File: config.mk
export PLATFORM = sky130hd
export DESIGN_NAME = muldiv_unit_flat
export DESIGN_NICKNAME = d
export VERILOG_FILES = /design/src/rtl/muldiv_pkg.sv /design/src/rtl/muldiv_if.sv /design/src/rtl/muldiv_unit.sv /design/src/flat_wrapper.sv
export SDC_FILE = /design/constraint.sdc
export NUM_CORES = 1
export LEC_CHECK = 0
export BUFFER_PORTS_ARGS = -buffer_cell sky130_fd_sc_hd__buf_2
export CORE_MARGIN = 2
export CORE_UTILIZATION = 32
export DETAILED_ROUTE_END_ITERATION = 6
export HOLD_SLACK_MARGIN = 0.08
export SLEW_MARGIN = 20
export SYNTH_ARGS = -nofsm -noshare
export SYNTH_HDL_FRONTEND = slang
export SYNTH_SLANG_ARGS = --single-unit
File: constraint.sdc
create_clock -name clk -period 6.3 [get_ports clk]
set_clock_uncertainty 0.05 [all_clocks]
set_input_delay 1.26 -clock clk [delete_from_list [all_inputs] [get_ports clk]]
set_output_delay 1.26 -clock clk [all_outputs]
set_load 0.02 [all_outputs]
File: src/rtl/muldiv_pkg.sv
// Shared definitions for the RV32M multiply/divide unit: operation codes,
// FSM encoding and the conditional two's-complement helpers.
package muldiv_pkg;

   localparam logic [6:0] OPCODE_OP     = 7'b0110011;
   localparam logic [6:0] FUNCT7_MULDIV = 7'b0000001;

   localparam logic [2:0] F3_MUL    = 3'b000;
   localparam logic [2:0] F3_MULH   = 3'b001;
   localparam logic [2:0] F3_MULHSU = 3'b010;
   localparam logic [2:0] F3_MULHU  = 3'b011;
   localparam logic [2:0] F3_DIV    = 3'b100;
   localparam logic [2:0] F3_DIVU   = 3'b101;
   localparam logic [2:0] F3_REM    = 3'b110;
   localparam logic [2:0] F3_REMU   = 3'b111;

   typedef enum logic [1:0] {
      S_IDLE = 2'd0,
      S_CALC = 2'd1,
      S_DONE = 2'd2
   } state_t;

   function automatic logic [31:0] neg32(input logic c, input logic [31:0] v);
      return c ? (~v + 32'd1) : v;
   endfunction

   function automatic logic [63:0] neg64(input logic c, input logic [63:0] v);
      return c ? (~v + 64'd1) : v;
   endfunction

endpackage

File: src/rtl/muldiv_if.sv
// Request/response bundle between control and the multiply/divide unit.
// start is sampled only while busy is low; result_valid is a single-cycle write strobe.
interface muldiv_if
   import muldiv_pkg::*;
#(
   parameter int XLEN = 32
);
   logic            start;
   logic [2:0]      funct3;
   logic [XLEN-1:0] op_a;
   logic [XLEN-1:0] op_b;
   logic [4:0]      rd_in;
   logic            busy;
   logic            result_valid;
   logic [XLEN-1:0] result;
   logic [4:0]      result_rd;
   state_t          dbg_state;

   modport master (
      output start, funct3, op_a, op_b, rd_in,
      input  busy, result_valid, result, result_rd, dbg_state
   );

   modport slave (
      input  start, funct3, op_a, op_b, rd_in,
      output busy, result_valid, result, result_rd, dbg_state
   );
endinterface

File: src/rtl/muldiv_unit.sv
// Iterative RV32M execute unit: radix-2 shift-add multiply and restoring divide
// on operand magnitudes sharing one 64-bit work register, with sign fix-up at the end.
module muldiv_unit
   import muldiv_pkg::*;
#(
   parameter int XLEN      = 32,
   parameter bit EARLY_OUT = 1'b1
) (
   input logic     clk,
   input logic     reset,
   muldiv_if.slave bus
);

   state_t            state;
   logic [4:0]        counter;
   logic [2:0]        op;
   logic [4:0]        rd_q;
   logic              sign_a;
   logic              sign_b;
   logic [XLEN-1:0]   opnd;
   logic [2*XLEN-1:0] work;
   logic              spec_hit;
   logic [XLEN-1:0]   spec_val;

   logic              a_signed, b_signed, s_a, s_b;
   logic              div_zero, sovf, special;
   logic [XLEN-1:0]   mag_a, mag_b, special_res;
   logic [XLEN:0]     sum;
   logic [2*XLEN:0]   shifted;
   logic [XLEN:0]     diff;
   logic [2*XLEN-1:0] work_next, prod;
   logic [XLEN-1:0]   quo, rem, fix_res;

   assign bus.busy      = (state != S_IDLE);
   assign bus.dbg_state = state;

   always_comb begin
      a_signed = (bus.funct3 == F3_MULH) || (bus.funct3 == F3_MULHSU) ||
                 (bus.funct3 == F3_DIV)  || (bus.funct3 == F3_REM);
      b_signed = (bus.funct3 == F3_MULH) || (bus.funct3 == F3_DIV) ||
                 (bus.funct3 == F3_REM);
      s_a      = a_signed & bus.op_a[XLEN-1];
      s_b      = b_signed & bus.op_b[XLEN-1];
      mag_a    = neg32(s_a, bus.op_a);
      mag_b    = neg32(s_b, bus.op_b);
      div_zero = bus.funct3[2] && (bus.op_b == '0);
      // funct3[0]==0 selects the signed divide forms (DIV, REM)
      sovf     = bus.funct3[2] && !bus.funct3[0] &&
                 (bus.op_a == {1'b1, {(XLEN-1){1'b0}}}) && (bus.op_b == '1);
      special  = div_zero || sovf;
      if (div_zero)
         special_res = bus.funct3[1] ? bus.op_a : '1;
      else
         special_res = bus.funct3[1] ? '0 : {1'b1, {(XLEN-1){1'b0}}};
   end

   always_comb begin
      sum     = {1'b0, work[2*XLEN-1:XLEN]} + {1'b0, opnd};
      shifted = {work, 1'b0};
      diff    = shifted[2*XLEN:XLEN] - {1'b0, opnd};
      if (op[2]) begin
         // Keep the trial subtraction only when it did not borrow
         work_next = diff[XLEN] ? shifted[2*XLEN-1:0]
                                : {diff[XLEN-1:0], shifted[XLEN-1:1], 1'b1};
      end else begin
         work_next = work[0] ? {sum, work[XLEN-1:1]} : {1'b0, work[2*XLEN-1:1]};
      end
      prod = neg64(sign_a ^ sign_b, work_next);
      quo  = neg32(sign_a ^ sign_b, work_next[XLEN-1:0]);
      rem  = neg32(sign_a, work_next[2*XLEN-1:XLEN]);
      case (op)
         F3_MUL:                        fix_res = prod[XLEN-1:0];
         F3_MULH, F3_MULHSU, F3_MULHU:  fix_res = prod[2*XLEN-1:XLEN];
         F3_DIV, F3_DIVU:               fix_res = quo;
         default:                       fix_res = rem;
      endcase
   end

   always_ff @(posedge clk or negedge reset) begin
      if (!reset) begin
         state            <= S_IDLE;
         counter          <= '0;
         op               <= '0;
         rd_q             <= '0;
         sign_a           <= 1'b0;
         sign_b           <= 1'b0;
         opnd             <= '0;
         work             <= '0;
         spec_hit         <= 1'b0;
         spec_val         <= '0;
         bus.result_valid <= 1'b0;
         bus.result       <= '0;
         bus.result_rd    <= '0;
      end else begin
         // The write strobe fires in the cycle after DONE, as the unit returns to IDLE
         bus.result_valid <= (state == S_DONE);
         case (state)
            S_IDLE: begin
               if (bus.start) begin
                  op       <= bus.funct3;
                  rd_q     <= bus.rd_in;
                  sign_a   <= s_a;
                  sign_b   <= s_b;
                  opnd     <= bus.funct3[2] ? mag_b : mag_a;
                  work     <= {{XLEN{1'b0}}, (bus.funct3[2] ? mag_a : mag_b)};
                  counter  <= '0;
                  spec_hit <= special;
                  spec_val <= special_res;
                  if (EARLY_OUT && special) begin
                     state         <= S_DONE;
                     bus.result    <= special_res;
                     bus.result_rd <= bus.rd_in;
                  end else begin
                     state <= S_CALC;
                  end
               end
            end
            S_CALC: begin
               work    <= work_next;
               counter <= counter + 5'd1;
               if (counter == 5'd31) begin
                  state         <= S_DONE;
                  bus.result    <= spec_hit ? spec_val : fix_res;
                  bus.result_rd <= rd_q;
               end
            end
            S_DONE:  state <= S_IDLE;
            default: state <= S_IDLE;
         endcase
      end
   end

endmodule
File: src/flat_wrapper.sv
// flat-port wrapper written by rule: the top's interface ports become plain ports
module muldiv_unit_flat import muldiv_pkg::*;
#(
   parameter int XLEN      = 32,
   parameter bit EARLY_OUT = 1'b1
)
  (clk, reset, bus_start, bus_funct3, bus_op_a, bus_op_b, bus_rd_in, bus_busy, bus_result_valid, bus_result, bus_result_rd, bus_dbg_state);
  muldiv_if #(.XLEN(XLEN)) bus_i ();
  input logic clk;
  input logic reset;
  input wire logic [$bits(bus_i.start)-1:0] bus_start;
  input wire logic [$bits(bus_i.funct3)-1:0] bus_funct3;
  input wire logic [$bits(bus_i.op_a)-1:0] bus_op_a;
  input wire logic [$bits(bus_i.op_b)-1:0] bus_op_b;
  input wire logic [$bits(bus_i.rd_in)-1:0] bus_rd_in;
  output wire logic [$bits(bus_i.busy)-1:0] bus_busy;
  output wire logic [$bits(bus_i.result_valid)-1:0] bus_result_valid;
  output wire logic [$bits(bus_i.result)-1:0] bus_result;
  output wire logic [$bits(bus_i.result_rd)-1:0] bus_result_rd;
  output wire logic [$bits(bus_i.dbg_state)-1:0] bus_dbg_state;
  assign bus_i.start = bus_start;
  assign bus_i.funct3 = bus_funct3;
  assign bus_i.op_a = bus_op_a;
  assign bus_i.op_b = bus_op_b;
  assign bus_i.rd_in = bus_rd_in;
  assign bus_busy = bus_i.busy;
  assign bus_result_valid = bus_i.result_valid;
  assign bus_result = bus_i.result;
  assign bus_result_rd = bus_i.result_rd;
  assign bus_dbg_state = bus_i.dbg_state;
  muldiv_unit #(.XLEN(XLEN), .EARLY_OUT(EARLY_OUT)) u_core (.clk(clk), .reset(reset), .bus(bus_i));
endmodule
; ---- Word level (Yosys, flattened, before mapping)
; Index checks and enable logic that the tools add are counted.
[totals]
ff_bits = 184
latchBits = 0
ramBits = 0
rom_bits = 0
input_bits = 75
output_inout_bits = 41
word_cells = 99
n_memories = 0
[classes]
n_addsub = 8
n_mul = 0
n_div = 0
order_cmp = 0
n_eq_ne = 17
shift = 0
n_mux = 31
bitwise = 8
n_reduce_logical = 22
[op_table]
columns = op, n
row1 = $mux W32, 13
row2 = $mux W64, 5
row3 = $add A32 B1 Y32 const B, 4
row4 = $not A32 Y32, 4
row5 = $pmux W64 S2, 1
row6 = $pmux W32 S3, 1
row7 = $add A64 B1 Y64 const B, 1
row8 = $eq A32 B32 Y1 const B, 2
row9 = $not A64 Y64, 1
row10 = $pmux W32 S2, 1
row11 = $add A32 B32 Y33, 1
row12 = $sub A33 B32 Y33, 1
row13 = $logic_not A32 Y1, 1
row14 = $mux W5, 4
row15 = $pmux W5 S2, 2
row16 = $eq A3 B3 Y1 const B, 4
row17 = $eq A3 B2 Y1 const B, 3
row18 = $eq A3 B1 Y1 const B, 2
row19 = $logic_or A1 B1 Y1, 6
row20 = $mux W2, 3
row21 = $reduce_and A2 Y1, 3
row22 = $add A5 B1 Y5 const B, 1
row23 = $eq A5 B5 Y1 const B, 1
row24 = $logic_and A1 B1 Y1, 4
row25 = other kinds (14), 17

; ---- Longest topological paths before layout
; Gate-level depths: netlist of run 1.
[depth]
word_depth = 10
depth_mapped = 26
depth_no_buf = 24

; ---- Worst setup path before layout of run 1
; Ideal clock, no wire load.
[synth_timing]
path_kind = reg2reg
from = register u_core.work[48]
to = register u_core.bus.result[30]
setup_time_ps = 124
arrival_time_ps = 5242
t_required_ps = 6126
slack_ps = 884
stages_incl_launch_ff = 26
n_path_buf = 4
synth_period_minus_slack_ps = 5416
cell_sequence = dfrtp_1 > ha_1 > buf_6 > a21oi_2 > o21ai_1 > a211o_1 > a21o_1 > buf_6 > o21ai_2 > buf_2 > nand2_1 > buf_2 > nand2_1 > nand2_1 > a21oi_1 > ha_1 > nand2_1 > a2111oi_0 > a2111oi_0 > o22ai_1 > nor4b_2 > nand3_1 > nor2_1 > nand2_1 > a31o_2 > a211o_1
[synth_between]
elab_chain_cells = 10
word_cells_on_any_way = 18
cone_classes = add/sub (5) / mux (10) / bitwise (3)
[synth_lines]
columns = item, line
row1 = "start, declared", muldiv_unit.sv:21  ; logic [2*XLEN-1:0] work;
row2 = "start signal, assigned", muldiv_unit.sv:105  ; work <= {{XLEN{1'b0}}, (bus.funct3[2] ? mag_a : mag_b)};
row3 = "start signal, assigned", muldiv_unit.sv:119  ; work <= work_next;
row4 = $sub A33 B32 Y33 / $add A32 B32 Y33 (equally long branches), "muldiv_unit.sv:60, muldiv_unit.sv:58"
row5 = "$mux W64, on equally long branches", "muldiv_unit.sv:63, muldiv_unit.sv:66"
row6 = $mux W64 (*), muldiv_unit.sv:61  ; if (op[2]) begin
row7 = $not A64 Y64 / $not A32 Y32 (equally long branches), "muldiv_pkg.sv:28, muldiv_pkg.sv:24"
row8 = $add A64 B1 Y64 / $add A32 B1 Y32 (equally long branches), "muldiv_pkg.sv:28, muldiv_pkg.sv:24"
row9 = $mux W64 / $mux W32 (equally long branches), "muldiv_pkg.sv:28, muldiv_pkg.sv:24"
row10 = $pmux W32 S3 (*), muldiv_unit.sv:71  ; case (op)
row11 = $mux W32 (*), muldiv_unit.sv:123  ; bus.result <= spec_hit ? spec_val : fix_res;
row12 = $mux W32 (*), muldiv_unit.sv:121  ; if (counter == 5'd31) begin
row13 = $pmux W32 S2 (*), muldiv_unit.sv:97  ; case (state)
row14 = "end signal, assigned", muldiv_unit.sv:111  ; bus.result <= special_res;
row15 = "end signal, assigned", muldiv_unit.sv:123
row16 = "end, declared", muldiv_if.sv:26  ; output busy, result_valid, result, result_rd, dbg_state
; Every way passes the cells marked *; elsewhere a longest branch is shown, timed or not. The select of a mux whose other input is x is not followed.
; A chain may end at the register's enable or synchronous reset.

; ---- Worst setup path in the final report of run 1
[layout_timing]
from = register u_core.work[31]
to = register u_core.bus.result[30]
[layout_between]
elab_chain_cells = 10
word_cells_on_any_way = 17
cone_classes = add/sub (4) / mux (10) / bitwise (3)
[layout_lines]
columns = item, line
row1 = $sub A33 B32 Y33, muldiv_unit.sv:60  ; diff = shifted[2*XLEN:XLEN] - {1'b0, opnd};
row2 = $mux W64, muldiv_unit.sv:63  ; work_next = diff[XLEN] ? shifted[2*XLEN-1:0]
row3 = $mux W64 (*), muldiv_unit.sv:61
row4 = $not A64 Y64 / $not A32 Y32 (equally long branches), "muldiv_pkg.sv:28, muldiv_pkg.sv:24"
row5 = $add A64 B1 Y64 / $add A32 B1 Y32 (equally long branches), "muldiv_pkg.sv:28, muldiv_pkg.sv:24"
row6 = $mux W64 / $mux W32 (equally long branches), "muldiv_pkg.sv:28, muldiv_pkg.sv:24"
row7 = $pmux W32 S3 (*), muldiv_unit.sv:71
row8 = $mux W32 (*), muldiv_unit.sv:123
row9 = $mux W32 (*), muldiv_unit.sv:121
row10 = $pmux W32 S2 (*), muldiv_unit.sv:97
; Marked as above.

==> results of run 1 <==
## layer usage
metal	track usage (%)	vias to the layer above	wire (µm)
met3	4.99	194	7360
met1	36.2	9826	34300
met5	0	-	0
met2	41.3	1199	36000
met4	15.6	0	5040
li1	-	9094	-
## path summary, 6_finish.rpt
check,from,endpoint,slack [ns],cells past startpoint
max,u_core.work[31],u_core.bus.result[30],0.63,24
min,u_core.spec_val[0],u_core.spec_val[0],0.42,2
max reg2reg,u_core.work[31],u_core.bus.result[30],0.63,24
min reg2reg,u_core.spec_val[0],u_core.spec_val[0],0.42,2
max in group asynchronous,reset,u_core.op[2],4.28,2
min in group asynchronous,reset,u_core.bus.result[9],0.74,1
## cell usage in the layout (no fill, tap or decap), types with 29 or more instances in the layout
cell	instances
nand2_1	320
a21oi_1	216
o21ai_0	216
dfrtp_1	182
nor2_1	170
buf_2	114
xnor2_1	102
nand3_1	93
inv_1	78
ha_1	71
nor3_1	60
buf_4	60
mux2i_1	59
xor2_1	57
a21o_1	49
nand4_1	42
a31oi_1	39
o211ai_1	38
o221ai_1	31
a211oi_1	29
nor4_1	29
## worst max-delay path, delay by kind of cell, from the launching register on
kind	cells	cell delay, ns
flops	1	0.43
buf+inv	3	0.33
compound gates	11	2.57
simple gates	7	1.33
fa+ha+maj	3	0.84
## final cells by class
type                            count  area, µm²
Inverter                           81        304
Sequential cell                   184       4610
Timing Repair Buffer              177       1080
Clock buffer                       20        457
Fill cell                        5989      36100
Clock inverter                     11        136
Multi-Input combinational cell   2011      12800
Tap cell                          756        946
## metrics by stage
stage	instances	hold WS (ns)	utilization (%)	area, µm²
2_1_floorplan	2428	0.388	-	18200
3_3_place_gp	3208	0.398	34.9	19700
3_5_place_dp	3208	0.406	34.9	19700
4_1_cts	3239	0.422	35.9	20300
5_1_grt	3240	0.443	36.0	20300
6_report	3240	0.419	36.0	20300
## repair_timing
| item | CTS | global route |
|---|---|---|
| gates resized for setup | 0 | 1 |
| buffers inserted | 0 | 0 |
| setup endpoints to repair | 0 | 1 |
## registers in the layout, summed over array words and instances, names as in the netlist
name,cells
u_core.spec_hit,1
u_core.rd_q,5
u_core.counter,5
u_core.spec_val,32
u_core.sign_a,1
u_core.sign_b,1
u_core.opnd,32
u_core.bus.result_valid,1
u_core.bus.result,32
u_core.op,3
u_core.bus.result_rd,5
u_core.work,64
u_core.bus.dbg_state,2
## logic make-up after synthesis
| logic type | after synthesis | synth area share (%) |
|---|---|---|
| AOI/OAI and AO/OA | 843 | 30.3 |
| xor gates and xnor gates | 160 | 7.68 |
| adders and majority gates | 73 | 5.09 |
| buffers and inverters | 233 | 5.12 |
| DFF | 184 | 25.2 |
| muxes | 65 | 3.61 |
| and+or+nand+nor | 870 | 23.0 |
==> results.md, run 1 <==
* Status: complete, but fails checks
* WL per Instance at 25.5 µm
* WP data required at 6.62 ns
* Net Count, Synth at 2576
* Cts bufs inserted at 17
* # DRC at 7
* Initial core utilization at 32.4%
* Final antenna-violating net count at 0
* Buffers on Ports at 115
* Final wirelength at 82800 µm
* Period minus WS final at 5.67 ns
* Seq cells post-synth at 184
* DR vias/cell at 6.27
* 1st-iter DRT viols at 2494
* Antenna violations before repair at 1
* H-tree Lvls at 4
* DIE AREA at 58900 µm²
* Synth area leaders: dfrtp_1, nand2_1, a21oi_1, o21ai_0, xnor2_1
* Async set-reset flop share out of synthesis at 100%
* Hold_buf cts at 0
* CP max stage delay at 0.48 ns
* Hold Vio Cnt, Final at 0
* Post-synth EDFFs at 0
* Worst Path Max Fanout at 9
* TritonCTS clock tree: yes
* Failing checks: DRC
* Distinct cell type count of the synthesized netlist at 103
* Clk buf depth at 2
* Syn Inst Count at 2428
* Clock transition at path regs at 0.07 ns
* Rel. slew slack at 12.3%
* Diode count at 0
* Synth top area share at 25.2%
* Unrepaired setup endpoints after global routing: false
* FP Rows at 87
* Crit. End Element: flop
* Max_cap viols at 0
* Die Ht at 243 µm
* Post-synth top area cell: dfrtp_1
* Worst setup margin at 0.629 ns
* Global-route wire length before repair at 122000 µm
* Detailed Routing Iterations Pass 1 at 7
* Synth top cells by count: nand2_1, a21oi_1, o21ai_0, dfrtp_1, nor2_1
* Pin count of the biggest net entering global routing at 113
* DP HPWL at 64000 µm
* Critical Path Start Type: flop
* Clock Sinks at 184
* Final cycle utilization of the critical path at 90.0%
* Worst-path cell chain: inv_1, ha_1, inv_1, fa_1, a211oi_1, o211ai_1, nand3_2, a21boi_4, o21ai_2, buf_4, nand3_1, o21ai_0, a21o_1, ha_1, nand2_1, a2111oi_0, a2111oi_0, o22ai_1, nor4b_2, nand3_1, nor2_1, nand2_1, a31o_2, a211o_1
* Most used flip-flop cell after synthesis: dfrtp_1
* Syn-to-layout area delta at 11.2%
* CTS root buf: clkbuf_16
* Pre-CTS WS at 0.634 ns
* Tot GR Track Use at 27.2%
* Post-Syn Area at 18200 µm²
* I/O pin count at 116
* Yosys warns at 0
* Pin slew with the least headroom to its limit at 1.30 ns
* WS Path Type: flop to flop
* HP Class: flop to flop
* Die X at 243 µm
* Share of cells above drive strength 1 at 10.8%
* Clk_lat worst skew at 0.49 ns
* Fin Setup TNS at 0 ns
* Fin. max-slew vios at 0
* Sequential share of the synthesized area at 25.2%
* Nets at 2620
* Vias in the first global route at 18700
* Global route overflow at 0
* Fmax at 176 MHz
* Top-count cell post-synth: nand2_1
* Crit path DAT at 5.99 ns
* Syn_area_per_cell at 7.52 µm²
* Vias at 20300
* Setup violators final at 0
* Crit path max-delay cell type: a2111oi_0
* Placeable Area at 56400 µm²
* Placer Congestion at 1.03
Power of run 1 is not shown: default switching activity piles up to over one toggle a cycle in this logic, so the estimate is an artifact.
==> run 2: changes to the inputs <==
--- a/config.mk
+++ b/config.mk
@@ -7,5 +7,5 @@
 export LEC_CHECK = 0
 export BUFFER_PORTS_ARGS = -buffer_cell sky130_fd_sc_hd__buf_2
-export CORE_MARGIN = 2
+export CORE_MARGIN = 4
 export CORE_UTILIZATION = 32
 export DETAILED_ROUTE_END_ITERATION = 6
==> constraint.sdc (replaced) <==
create_clock -name clk -period 6.3 [get_ports clk]
set_clock_uncertainty 0.05 [all_clocks]
set_input_delay 0.315 -clock clk [delete_from_list [all_inputs] [get_ports clk]]
set_output_delay 0.315 -clock clk [all_outputs]
set_load 0.02 [all_outputs]
==> run 2 against run 1 <==
Against the previous run: the flow now finishes without violations; design area grew 0.36%; routed wire length rose by 0.84%; sequential share of layout area fell by 0.081 points; critical endpoint is now u_core.bus.result[12]; largest cell class unchanged; worst setup slack improved by 0.016 ns.
==> results.md, run 2 (same netlist as run 1, synthesis figures left out) <==
* TritonCTS clock tree: yes
* Rel. slew slack at 19.0% (+6.7 points)
* FP Rows at 87 (unchanged)
* Hold Vio Cnt, Final at 0 (unchanged)
* Diode count at 0 (unchanged)
* Period minus WS final at 5.65 ns (-0.0161 ns)
* Unrepaired setup endpoints after global routing: false
* Critical Path Start Type: flop
* Highest-count cells in the layout ignoring fill and taps: nand2_1, a21oi_1, o21ai_0, dfrtp_1, nor2_1
* Crit path max-delay cell type: a2111oi_0
* H-tree Lvls at 4 (unchanged)
* Status: finished clean
* Max reg flops at 64 (unchanged)
* Tot GR Track Use at 26.8% (-0.45 points)
* CTS root buf: clkbuf_16
* DIE AREA at 60900 µm² (+3.3%)
* Detailed Routing Iterations Pass 1 at 6 (-1)
* Fin. max-slew vios at 0 (unchanged)
* DR vias/cell at 6.24 (-0.52%)
* Global route overflow at 0 (unchanged)
* Cts bufs inserted at 17 (unchanged)
* Placer Congestion at 1.02 (-1.5%)
* Die Ht at 247 µm (+1.6%)
* DP HPWL at 64800 µm (+1.3%)
* Die X at 247 µm (+1.6%)
* Placeable Area at 56400 µm² (unchanged)
* Worst Path Max Fanout at 6 (-3)
* CP max stage delay at 0.78 ns (+0.30 ns)
* 1st-iter DRT viols at 2473 (-0.84%)
* HP Class: input pin to flop
* Fin util at 36.1% (+0.13 points)
* Most common cell after layout, fill and taps aside: nand2_1
* Crit path max-delay family: compound AO/OA/AOI/OAI gates
* Top register by number of flip-flops: u_core.work
* Most used cell, CP: inv_1
* Flip-flop and latch area at 4610 µm² (unchanged)
* Antenna violations before repair at 6 (+5)
* Final wirelength at 83500 µm (+0.84%)
* Crit path DAT at 5.95 ns (-0.04 ns)
* Buffers on Ports at 115 (unchanged)
* Multi-input gate area at 12800 µm² (about the same)
* Pin count of the biggest net entering global routing at 101 (-11%)
* Final cycle utilization of the critical path at 89.8% (-0.26 points)
* Clk_lat worst skew at 0.49 ns (about the same)
* Max_cap viols at 0 (unchanged)
* Crit. End Element: flop
* Post_cts resized at 0 (unchanged)
* WS Path Type: flop to flop
* Clock transition at path regs at 0.08 ns (about the same)
* Final antenna-violating net count at 0 (unchanged)
* WP data required at 6.59 ns (-0.03 ns)
* Setup violators final at 0 (unchanged)
* I/O pin count at 116 (unchanged)
* Clk buf depth at 2 (unchanged)
* Syn-to-layout area delta at 11.6%
* Number of fill cells at 6006 (+0.28%)
* Fin Setup TNS at 0 ns (unchanged)
* Vias at 20300 (-0.22%)
* Fmax at 177 MHz (+0.28%)
* Initial core utilization at 32.4% (unchanged)
* Vias in the first global route at 18900 (+0.76%)
* Share of cells above drive strength 1 at 10.9% (+0.12 points)
* Worst path buffer plus inverter count at 5 (+2)
* Clock Sinks at 184 (unchanged)
* WL per Instance at 25.7 µm (+0.53%)
* # DRC at 0 (-7)
* Nets at 2629 (+0.34%)
* Worst-path cell chain: inv_1, ha_1, inv_1, fa_1, a211oi_1, o211ai_1, nand3_2, a21bo_2, nand3_1, nand3_1, o21ai_0, a21o_1, ha_1, inv_1, nor4_1, a2111oi_0, o22ai_1, buf_4, nand2_1, nor2b_1, a2111oi_0, buf_4, o31ai_1
* Global-route wire length before repair at 124000 µm (+1.3%)
* Pin slew with the least headroom to its limit at 1.21 ns (-0.0911 ns)
-- run 2: cell type report --
type                    count  share of cell area, %
well taps                 756                   4.65
multi-input cells        2011                   62.6
flip-flops and latches    184                   22.6
inverters                  81                   1.49
clock buffers              19                   2.22
clock inverters            13                  0.781
repair buffers            186                   5.57
-- run 2: per-stage QoR --
step                      cells  setup WS, ns  hold WS (ns)  area [µm²]
final                      3250         0.645         0.157       20400
after floorplan            2428         0.884       -0.0306       18200
after global routing       3250         0.340         0.169       20400
after global placement     3211         0.727         0.355       19700
after detailed placement   3211         0.738         0.359       19700
after CTS                  3250         0.703         0.131       20400
-- run 2: per-layer routing --
layer | share of wire [%] | global-route usage [%]
met3 | 8.7 | 5.31
met5 | 0.0084 | 0
met1 | 42 | 36.5
met4 | 6.0 | 13.5
met2 | 43 | 40.2
-- run 2: repair_timing --
action,4_1_cts,5_1_grt
hold buffers,7,0
setup endpoints to repair,0,0
endpoints found under the hold margin,78,0
buffers inserted,0,0
-- run 2: path summary, 6_finish.rpt --
kind | from | to | slack (ns) | cells after the start
max in group asynchronous | reset | u_core.work[24] | 4.34 | 3
worst max register to register | u_core.work[31] | u_core.bus.result[12] | 0.65 | 23
worst min register to register | u_core.spec_val[16] | u_core.spec_val[16] | 0.43 | 1
min in group asynchronous | reset | u_core.bus.result[10] | 0.39 | 2
worst min-delay path | bus_op_a[13] | u_core.spec_val[13] | 0.16 | 3
worst max-delay path | u_core.work[31] | u_core.bus.result[12] | 0.65 | 23
-- run 2: worst reg2reg max path, delay by kind of cell (launching register included) --
family                     cells  cell delay, ns
DFF                            1            0.43
AOI/OAI and AO/OA              9            2.56
adders and majority gates      3            0.86
and+or+nand+nor                6            0.91
buffers and inverters          5            0.73
Power of run 2 is left out for the same reason.
